**config.mk**
```make
export PLATFORM = sky130hd
export DESIGN_NAME = frame_out_loader
export DESIGN_NICKNAME = d
export VERILOG_FILES = /design/src/rtl/frame_out_loader.sv
export SDC_FILE = /design/constraint.sdc
export NUM_CORES = 1
export LEC_CHECK = 0
export CAP_MARGIN = 20
export CORE_MARGIN = 8
export CORE_UTILIZATION = 40
export DETAILED_ROUTE_END_ITERATION = 16
export PLACE_DENSITY = 0.66
export SLEW_MARGIN = 20
export SYNTH_ARGS = -nofsm -noshare
export SYNTH_HDL_FRONTEND = slang
export SYNTH_SLANG_ARGS = --single-unit
```
**constraint.sdc**
```tcl
create_clock -name clk -period 4.14 [get_ports clk]
set_clock_uncertainty 0.2 [all_clocks]
set_input_delay 0.414 -clock clk [delete_from_list [all_inputs] [get_ports clk]]
set_output_delay 0.414 -clock clk [all_outputs]
set_load 0.05 [all_outputs]
```
**src/rtl/frame_out_loader.sv**
```systemverilog
// rtl/frame_out_loader.sv - captures result words and serialises them as a header/data/checksum frame
module frame_out_loader #(
    parameter int WORD_W  = 32,
    parameter int N_WORDS = 2,
    parameter int OUT_W   = 8,
    parameter int MODE_W  = 3,
    parameter int HDR_EN  = 1
) (
    input  logic                       clk,
    input  logic                       rst,
    input  logic                       start,
    input  logic [MODE_W-1:0]          mode,
    input  logic [N_WORDS*WORD_W-1:0]  words,
    input  logic                       hold,
    output logic                       busy,
    output logic [OUT_W-1:0]           out_byte,
    output logic                       out_valid,
    output logic                       out_last,
    output logic                       done
);

    localparam int CHUNKS = WORD_W / OUT_W;
    localparam int CW     = (CHUNKS > 1) ? $clog2(CHUNKS) : 1;
    localparam int WW     = (N_WORDS > 1) ? $clog2(N_WORDS) : 1;

    typedef enum logic [1:0] {
        IDLE = 2'd0,
        HDR  = 2'd1,
        DATA = 2'd2,
        CSUM = 2'd3
    } state_t;

    state_t                      state_q, state_d;
    logic [MODE_W-1:0]           mode_q, mode_d;
    logic [N_WORDS*WORD_W-1:0]   words_q, words_d;
    logic [OUT_W-1:0]            csum_q, csum_d;
    logic [WW-1:0]               word_q, word_d;
    logic [CW-1:0]               chunk_q, chunk_d;
    logic                        done_q, done_d;

    logic [WORD_W-1:0]           cur_word;
    logic [OUT_W-1:0]            data_beat;
    logic [OUT_W-1:0]            hdr_beat;
    logic [OUT_W-1:0]            beat;
    logic                        accept;

    // Beat selection: header from captured mode, data chunk MS-first within the current word
    always_comb begin
        cur_word  = '0;
        data_beat = '0;
        hdr_beat  = '0;
        for (int i = 0; i < N_WORDS; i++) begin
            if (word_q == WW'(i)) begin
                cur_word = words_q[i*WORD_W +: WORD_W];
            end
        end
        for (int k = 0; k < CHUNKS; k++) begin
            if (chunk_q == CW'(k)) begin
                data_beat = cur_word[(CHUNKS-1-k)*OUT_W +: OUT_W];
            end
        end
        hdr_beat[OUT_W-1]    = 1'b1;
        hdr_beat[MODE_W-1:0] = mode_q;
        case (state_q)
            HDR:     beat = hdr_beat;
            DATA:    beat = data_beat;
            CSUM:    beat = csum_q;
            default: beat = '0;
        endcase
    end

    assign accept    = (state_q != IDLE) && !hold;
    assign busy      = (state_q != IDLE);
    assign out_valid = (state_q != IDLE);
    assign out_last  = (state_q == CSUM);
    assign out_byte  = beat;
    assign done      = done_q;

    // Next-state logic: capture on start in IDLE, advance one beat per accepted cycle
    always_comb begin
        state_d = state_q;
        mode_d  = mode_q;
        words_d = words_q;
        csum_d  = csum_q;
        word_d  = word_q;
        chunk_d = chunk_q;
        done_d  = 1'b0;
        case (state_q)
            IDLE: begin
                if (start) begin
                    mode_d  = mode;
                    words_d = words;
                    csum_d  = '0;
                    word_d  = '0;
                    chunk_d = '0;
                    state_d = (HDR_EN != 0) ? HDR : DATA;
                end
            end
            HDR: begin
                if (accept) begin
                    csum_d  = csum_q ^ beat;
                    state_d = DATA;
                end
            end
            DATA: begin
                if (accept) begin
                    csum_d = csum_q ^ beat;
                    if (chunk_q == CW'(CHUNKS-1)) begin
                        chunk_d = '0;
                        if (word_q == WW'(N_WORDS-1)) begin
                            word_d  = '0;
                            state_d = CSUM;
                        end else begin
                            word_d = word_q + WW'(1);
                        end
                    end else begin
                        chunk_d = chunk_q + CW'(1);
                    end
                end
            end
            CSUM: begin
                if (accept) begin
                    state_d = IDLE;
                    done_d  = 1'b1;
                end
            end
            default: state_d = IDLE;
        endcase
    end

    // State and capture registers; reset aborts any frame without a done pulse
    always_ff @(posedge clk) begin
        if (rst) begin
            state_q <= IDLE;
            mode_q  <= '0;
            words_q <= '0;
            csum_q  <= '0;
            word_q  <= '0;
            chunk_q <= '0;
            done_q  <= 1'b0;
        end else begin
            state_q <= state_d;
            mode_q  <= mode_d;
            words_q <= words_d;
            csum_q  <= csum_d;
            word_q  <= word_d;
            chunk_q <= chunk_d;
            done_q  <= done_d;
        end
    end

endmodule
```
==> results.md, run 1 <==
- Root buffer cell: clkbuf_8
- Synth Flop Type: dfxtp_1
- Antenna violations before repair: 0
- Initial Util: around 40%
- Max FO, Critical Path: 7
- Ports: 83
- TritonCTS Buffers: 9
- Yosys warnings: 0
- Status: finished clean
- Pleak: between 1.5 and 2 nW
- Fin Setup TNS: 0 ns
- Clock power frac: a little over a quarter
- First-pass GRT wire length: about 17000 um
- Synthesized Nets: 565
- Initial DRC count: around 160
- Final-layout fill cell count: ~930
- #FFs+latches synth: 81
- Post-Route WL: 10320 um
- EDFF count, synth: 0
- Critical path type: reg -> out
- Final ANT Viol Nets: 0
- Worst-Margin Slew: 0.9289 ns
- Internal power: around 0.0016 W
- Wire length per cell: approximately 15 um
- Top-area cell type share of the netlist area: 41.90%
- Synth-to-layout area growth: 28.74%
- Worst hold path class: reg -> reg
- Grt ovf: 0
- Worst hold path depth: 2
- Die width: around 110 um
- Crit-path cells: inv_1, ha_1, or3b_4, o32ai_1, nor3_1, nor2_1, clkdlybuf4s50_1
- Std cell rows: 36
- Largest net degree at the start of global routing: slightly below 70
- Ys async rst share: 0%
- Crit-path slowest cell: clkdlybuf4s50_1
- Post-route clock period utilization: between 80 and 90%
- Syn avg cell area: ~8 um2
- DRC viols: 0
- Vias in the first global route: 3536
- Setup crit end kind: output port
- Worst r2r path cells: 7
- CP arrival: roughly 3.1 ns
- Netlist cell types: 44
- Cell area power density: just over 500 mW/mm2
- Combinational share of power: between 30% and 40%
- Share of power burned in registers: 38.2%
- Port Buf Inserts: 82
- Diode count: 0
- Vias: roughly 3500
- Max Slew Vio Count: 0
- Psw: roughly 0.00095 W
- MaxCap Viol Count: 0
- Cell area after synthesis: 0.003870 mm2
- Syn Inst Count: a little under 500
- H-tree levels: 3
- Synth area leader: dfxtp_1
- Maximum vdd ir drop: about 0.26 mV
- Clock Latency Late Sink: approximately 0.35 ns
- Max incr delay on CP: 0.82 ns
- Min cycle time layout: approximately 3.7 ns
- Share of the yosys chip area belonging to registers: approximately two fifths
- Synth top area cells: dfxtp_1 42%, nand2_1 14%, a21oi_1 9.4%
- Post-CTS Setup Bufs: 0
- Final hold vios: 0
- Max-slew headroom: a little under two fifths
- Layout cell share with drive strength beyond 1: 7.401%
- Post-DP HPWL: between 7000 and 8000 um
- Initial DRT Pass Iterations: 4
- Max Buffers Root-to-Sink: 2
- Final total power: 0.002562 W
- Sw frac: 37.15%
- Fmax achieved: about 270 MHz
- Post-CTS Resized: 0
- Final setup fails: 0
- Unrepaired setup endpoints after global routing: false
- Die H: between 100 and 150 um
- CTS tree: done
- Die area: roughly 0.013 mm2
- Via density: roughly 5.1
- Final GP Congestion: about 0.86
- WP data required: approximately 3.5 ns
- Total GRT Usage: roughly 16%
- CP Launch Type: flop
- Clock sinks: 81
- Core Box Area: 0.009594 mm2
- CTS Hold Bufs: 0
- Nets: 628
- Worst-path clk slew: ~0.080 ns
==> power by group through the flow <==
stage | logic, W | registers, W | clock network (W)
floorplan | 0.000666 | 0.000978 | 0
global placement | 0.000903 | 0.000993 | 0
detailed placement | 0.000921 | 0.000998 | 0
CTS | 0.000923 | 0.000980 | 0.000677
global route | 0.00102 | 0.000996 | 0.000716
finish | 0.000915 | 0.000980 | 0.000667
==> final cells by class <==
class	count	area [um2]	share of cell area, %
inverter	9	33.78	0.6781
tap	133	166.4	3.340
multi-input combinational	361	2057	41.29
clock buffer	11	151.4	3.039
sequential	81	1623	32.57
timing repair buffer	87	865.8	17.38
clock inverter	5	85.08	1.708
==> path summary, 6_finish.rpt <==
check	from	slack [ns]	endpoint
worst max register to register	state_q[0]	1.40	chunk_q[0]
worst max-delay path	chunk_q[0]	0.43	out_byte[0]
worst min-delay path	words_q[15]	0.26	words_q[15]
worst min register to register	words_q[15]	0.26	words_q[15]
==> cells in the mapped netlist (3+ instances only) <==
library cell  instances
nor3_1               11
o211ai_1              5
nor2_1               13
nand3b_1              5
o21ai_0              11
buf_2                10
nand3_1               4
inv_1                 9
ha_1                  8
nand2b_1              4
or2_2                 3
mux2i_1              35
nand2_1             145
clkbuf_1             20
o21a_1                5
or3b_2                3
a21oi_1              73
o22ai_1               7
dfxtp_1              81
==> through the flow <==
| step | instance area (um2) | util, % | setup slack [ns] | hold WS [ns] | cells |
|---|---|---|---|---|---|
| CTS | 4982 | 51.93 | 0.4235 | 0.2594 | 687 |
| floorplan | 3870 | - | 1.224 | 0.2329 | 486 |
| global placement | 4741 | 49.41 | 0.8960 | 0.2434 | 671 |
| global route | 4982 | 51.93 | 0.2738 | 0.2775 | 687 |
| detailed placement | 4746 | 49.47 | 0.8212 | 0.2472 | 671 |
| finish | 4982 | 51.93 | 0.4308 | 0.2564 | 687 |
==> layout by cell type (no fill, tap or decap), types with 7 or more instances in the layout <==
cell	count
nand2_1	144
clkdlybuf4s50_1	81
dfxtp_1	80
a21oi_1	73
mux2i_1	35
nor2_1	13
o21ai_0	11
nor3_1	11
clkbuf_8	11
inv_1	9
ha_1	8
o22ai_1	7
==> cells by family (layout without fill, tap and decap cells) <==
family                     after synthesis  after routing  synth area share (%)
and+or+nand+nor                        196            196                 21.79
AOI/OAI and AO/OA                      120            120                 18.91
DFF                                     81             81                 41.90
buffers and inverters                   44            112                 5.173
muxes                                   37             37                 9.635
adders and majority gates                8              8                 2.587
==> registers in the layout, summed over array words and instances (netlist names) <==
| name | flops |
|---|---|
| mode_q | 3 |
| done | 1 |
| words_q | 64 |
| state_q | 2 |
| csum_q | 8 |
| word_q | 1 |
| chunk_q | 2 |
==> worst max-delay path, delay by kind of cell, from the launching register on <==
kind | cells | cell delay [ns]
buffers and inverters | 2 | 0.91
and+or+nand+nor | 3 | 0.70
AOI/OAI and AO/OA | 1 | 0.47
DFF | 1 | 0.41
adders and majority gates | 1 | 0.27
==> per-layer routing <==
layer  part of all wire [%]  wire (um)  GRT usage (%)  vias to the layer above
met1                     46       4709          20.35                     1625
met5                      0          0              0                        -
li1                       -          -              -                     1788
met3                    6.6        683          5.222                       22
met4                    2.2        225          5.679                        0
met2                     46       4697          25.43                       85
(Power assumes the default switching activity.)
==> inputs of run 2 (changes only) <==
Settings changed: CORE_MARGIN 8 to not set.
==> run 2 against run 1 <==
Against the previous run: first-iteration DRC count fell by 3.1%; hold slack got worse by 0.00085 ns; sequential share of layout area rose by 0.12 points; largest power group unchanged; critical endpoint is now out_byte[6]; critical path type unchanged; count of clock-buffer cells in the layout did not move.
==> results.md, run 2 (synthesis results as in run 1) <==
- Worst-Margin Slew: 0.8888 ns (-0.04010 ns)
- Std cell rows: 35 (-2.8%)
- Core Box Area: 0.009328 mm2 (-2.8%)
- H-tree levels: 3 (unchanged)
- CTS Hold Bufs: 0 (unchanged)
- Post-route clock period utilization: 89.35% (-0.25 points)
- Die H: 100.4 um (-12%)
- Max Slew Vio Count: 0 (unchanged)
- MaxCap Viol Count: 0 (unchanged)
- Clock Latency Late Sink: 0.34 ns (about the same)
- Worst-path clk slew: 0.08 ns (about the same)
- Fmax achieved: 270.3 MHz (+0.27%)
- Initial Util: 41.49% (+1.2 points)
- Wire length per cell: 14.22 um (-5.3%)
- Final ANT Viol Nets: 0 (unchanged)
- Maximum vdd ir drop: 0.2479 mV (-3.3%)
- DP Area: 0.004728 mm2 (-0.37%)
- Setup crit end kind: output port
- Status: finished clean
- Largest net degree at the start of global routing: 68 (unchanged)
- Root buffer cell: clkbuf_8
- CP Launch Type: flop
- Die width: 100.4 um (-12%)
- Total GRT Usage: 19.88% (+3.7 points)
- Max-slew headroom: 40.74% (+2.7 points)
- Initial DRC count: 158 (-3.1%)
- CP arrival: 3.09 ns (about the same)
- CTS tree: done
- Critical path type: reg -> out
- Largest register FFs: 64 (unchanged)
- Post-CTS Setup Bufs: 0 (unchanged)
- Vias: 3499 (-0.60%)
- TritonCTS Buffers: 9 (unchanged)
- Max Buffers Root-to-Sink: 2 (unchanged)
- Regs by FF count: words_q x64, csum_q x8, mode_q x3
- Synth-to-layout area growth: 28.26%
- Grt ovf: 0 (unchanged)
- Pleak: 1.731 nW (about the same)
- Final GP Congestion: 0.8796 (+2.4%)
- Port Buf Inserts: 82 (unchanged)
- Min cycle time layout: 3.699 ns (-0.01017 ns)
- Final setup fails: 0 (unchanged)
- Cell area power density: 517.0 mW/mm2 (+0.54%)
- Nets: 628 (unchanged)
- Post-DP HPWL: 7021 um (-8.3%)
- Max FO, Critical Path: 7 (unchanged)
- Worst hold path class: reg -> reg
- Clock sinks: 81 (unchanged)
- Biggest register: words_q
- DRC viols: 0 (unchanged)
- Die area: 0.01007 mm2 (-23%)
- Post-Route WL: 9712 um (-5.8%)
- Most common cell after layout, fill and taps aside: nand2_1
- Fin Setup TNS: 0 ns (unchanged)
- Final-layout fill cell count: 899 (-3.5%)
- Final Core Density: 53.21% (+1.3 points)
- First-pass GRT wire length: 15730 um (-6.6%)
- Layout cell share with drive strength beyond 1: 7.040% (-0.36 points)
- Ports: 83 (unchanged)
- Post-CTS Resized: 0 (unchanged)
- Highest-count cells in the layout ignoring fill and taps: 144 x nand2_1, 81 x clkdlybuf4s50_1, 80 x dfxtp_1
- Final Instance Area: 0.004964 mm2 (-0.38%)
- Final hold vios: 0 (unchanged)
- Initial DRT Pass Iterations: 4 (unchanged)
- Via density: 5.123 (about the same)
- Antenna violations before repair: 0 (unchanged)
- Unrepaired setup endpoints after global routing: false
- Diode count: 0 (unchanged)
- Vias in the first global route: 3341 (-5.5%)
- WP data required: 3.53 ns (about the same)
## run 2: changes by cell type in the layout (fill, tap and decap cells not counted), sizes merged
cell	before	now
clkinvlp	1	0
clkinv	1	2
inv	10	9
bufinv	2	3
## run 2: worst paths after layout
| path | from | cells after the start | slack [ns] | end |
|---|---|---|---|---|
| setup / recovery | chunk_q[0] | 7 | 0.44 | out_byte[6] |
| hold / removal | words_q[7] | 2 | 0.26 | words_q[7] |
| setup reg to reg | state_q[0] | 6 | 1.16 | csum_q[6] |
| hold reg to reg | words_q[7] | 2 | 0.26 | words_q[7] |
## run 2: per-layer routing
layer / global-route usage, % / wire length [um] / part of all wire [%]
met1: 26.91 / 4713 / 49
met2: 32.88 / 4497 / 46
met3: 3.691 / 426 / 4.4
met4: 4.571 / 75 / 0.77
met5: 0 / 0 / 0
## run 2: through the flow
| stage | std cells | setup WS [ns] | total power (W) | hold slack (ns) |
|---|---|---|---|---|
| after floorplan | 486 | 1.224 | 0.001643 | 0.2329 |
| after global placement | 667 | 0.9128 | 0.001884 | 0.2430 |
| after detailed placement | 667 | 0.8245 | 0.001908 | 0.2436 |
| after CTS | 683 | 0.4403 | 0.002584 | 0.2566 |
| after global routing | 683 | 0.3094 | 0.002719 | 0.2711 |
| final | 683 | 0.4410 | 0.002566 | 0.2556 |
## run 2: critical path: stages (launching register included)
cell             delay, ns
dfxtp_1               0.41
inv_1                 0.08
ha_1                  0.27
or4b_1                0.58
o22ai_1               0.27
o21ai_0               0.16
a21oi_1               0.15
clkdlybuf4s50_1       0.83
## run 2: cell type report
cell class	instances	area, um2	share of cell area [%]
clock buffer	11	131.4	2.647
clock inverter	5	103.9	2.092
timing repair buffer	87	853.3	17.19
multi-input combinational	361	2057	41.44
tap	129	161.4	3.252
inverter	9	33.78	0.6806
sequential	81	1623	32.69
## run 2: power by group
part,switching [W],total (W),internal (W)
logic,0.000583,0.000907,0.000324
clock network,0.000277,0.000678,0.000401
registers,0.0000731,0.000981,0.000908
==> inputs of run 3 (changes only) <==
Settings changed: GPL_TIMING_DRIVEN set to 0, HOLD_SLACK_MARGIN set to 0.12.
==> run 3 against run 2 <==
Against the previous run: utilization grew 0.95 points; hold slack better by 0.0031 ns; clock power shrank 12%; global-route usage increased by 2.4 points; critical endpoint is now out_byte[4].
==> results.md, run 3 (synthesis results as in run 1) <==
- Worst-Margin Slew: 0.6149 ns (-0.2739 ns)
- CTS tree: done
- Most common cell after layout, fill and taps aside: nand2_1
- Via density: 5.150 (+0.53%)
- Total GRT Usage: 22.30% (+2.4 points)
- R2r setup slk: 1.66 ns (+0.50 ns)
- Fmax achieved: 257.0 MHz (-4.9%)
- Nets: 658 (+4.8%)
- DRC viols: 0 (unchanged)
- Wire length per cell: 15.13 um (+6.4%)
- Regs by FF count: words_q x64, csum_q x8, mode_q x3
- Maximum vdd ir drop: 0.2527 mV (+1.9%)
- Crit-path cells: inv_1, ha_1, or4b_1, o22ai_1, o21ai_0, a21oi_1, clkdlybuf4s50_1
- Post-CTS Setup Bufs: 0 (unchanged)
- MaxCap Viol Count: 0 (unchanged)
- Final ANT Viol Nets: 0 (unchanged)
- Layout cell share with drive strength beyond 1: 7.877% (+0.84 points)
- Die H: 100.4 um (unchanged)
- Die width: 100.4 um (unchanged)
- Crit-path slowest cell: clkdlybuf4s50_1
- Max Buffers Root-to-Sink: 2 (unchanged)
- Setup crit end kind: output port
- Min cycle time layout: 3.891 ns (+0.1918 ns)
- Post-route clock period utilization: 93.98% (+4.6 points)
- Status: finished clean
- Largest net degree at the start of global routing: 16 (-76%)
- WP data required: 3.53 ns (about the same)
- Max-slew headroom: 59.01% (+18 points)
- Worst-path clk slew: 0.09 ns (about the same)
- Final setup fails: 0 (unchanged)
- TritonCTS Buffers: 9 (unchanged)
- Worst hold path class: reg -> reg
- Max FO, Critical Path: 7 (unchanged)
- Largest register FFs: 64 (unchanged)
- Port Buf Inserts: 82 (unchanged)
- Initial DRC count: 135 (-15%)
- Max incr delay on CP: 0.83 ns (about the same)
- Unrepaired setup endpoints after global routing: false
- Highest-count cells in the layout ignoring fill and taps: 145 x nand2_1, 82 x clkdlybuf4s50_1, 81 x dfxtp_1
- Ports: 83 (unchanged)
- Std cell rows: 35 (unchanged)
- CP Launch Type: flop
- Antenna violations before repair: 0 (unchanged)
- CP Launch Point: chunk_q[0]
- Max Slew Vio Count: 0 (unchanged)
- RR Endpoint: csum_q[2]
- Hold Path Origin: words_q[33]
- Reg2reg start: chunk_q[0]
- Biggest register: words_q
- Grt ovf: 0 (unchanged)
- First-pass GRT wire length: 17150 um (+9.0%)
- CP arrival: 3.28 ns (+0.19 ns)
- Post-CTS Resized: 0 (unchanged)
- Initial DRT Pass Iterations: 4 (unchanged)
- Post-DP HPWL: 8282 um (+18%)
- Root buffer cell: clkbuf_8
- CTS Hold Bufs: 0 (unchanged)
- Final hold vios: 0 (unchanged)
- Worst r2r path cells: 6 (unchanged)
- Clock Latency Late Sink: 0.34 ns (about the same)
- Final GP Congestion: 0.9135 (+3.9%)
- Critical path type: reg -> out
- Synth-to-layout area growth: 30.55%
- Clock sinks: 81 (unchanged)
- Post-Route WL: 10790 um (+11%)
- H-tree levels: 3 (unchanged)
- Fin Setup TNS: 0 ns (unchanged)
- Die area: 0.01007 mm2 (unchanged)
- Setup crit end: out_byte[4]
- Vias in the first global route: 3468 (+3.8%)
- Vias: 3672 (+4.9%)
- Pleak: 1.772 nW (+2.4%)
- Cell area power density: 505.3 mW/mm2 (-2.3%)
- Diode count: 0 (unchanged)
- Final Core Density: 54.17% (+0.95 points)
- Core Box Area: 0.009328 mm2 (unchanged)
- Initial Util: 41.49% (unchanged)
## run 3: critical path, delay by kind of cell, from the launching register on
kind,cells,cell delay (ns)
adder cells (fa/ha/maj),1,0.30
flip-flops,1,0.43
AO/OA/AOI/OAI,3,0.70
AND/OR/NAND/NOR,1,0.58
buffers and inverters,2,0.92
## run 3: layout make-up
type                            instances  area, um2
Sequential cell                        81       1622
Tap cell                              129      161.4
Fill cell                             913       4275
Multi-Input combinational cell        361       2048
Clock buffer                            9      123.9
Inverter                                9      33.78
Clock inverter                          7      76.32
Timing Repair Buffer                   82      820.8
Buffer                                 35      166.4
## run 3: worst min path at each step
stage	depth (start not counted)	end	slack, ns
4_1_cts	2	words_q[53]	0.26
5_1_grt	2	words_q[59]	0.28
3_3_place_gp	2	words_q[37]	0.24
2_1_floorplan	2	words_q[37]	0.23
3_5_place_dp	2	words_q[36]	0.25
6_report	2	words_q[33]	0.26
## run 3: per-layer routing
layer / share of wire [%] / global-route usage, % / routed length (um)
met3: 4.5 / 4.318 / 487
met1: 47 / 30.43 / 5043
met2: 47 / 35.46 / 5044
met5: 0 / 0 / 0
met4: 2.0 / 7.135 / 214
## run 3: power by group
part / leakage, nW / switching [W] / internal [W] / total [W]
sequential: 0.663 / 0.0000755 / 0.000908 / 0.000983
clock: 0.0966 / 0.000312 / 0.000284 / 0.000597
combinational: 1.01 / 0.000619 / 0.000355 / 0.000973
## run 3: metrics by stage
stage	setup slack [ns]	cells	total power, W	hold WS [ns]	area (um2)
2_1_floorplan	1.224	486	0.001643	0.2329	3870
3_3_place_gp	0.7051	697	0.001957	0.2415	4852
3_5_place_dp	0.6840	697	0.001974	0.2468	4852
4_1_cts	0.2866	713	0.002564	0.2595	5052
5_1_grt	0.1451	713	0.002717	0.2764	5052
6_report	0.2491	713	0.002553	0.2587	5052
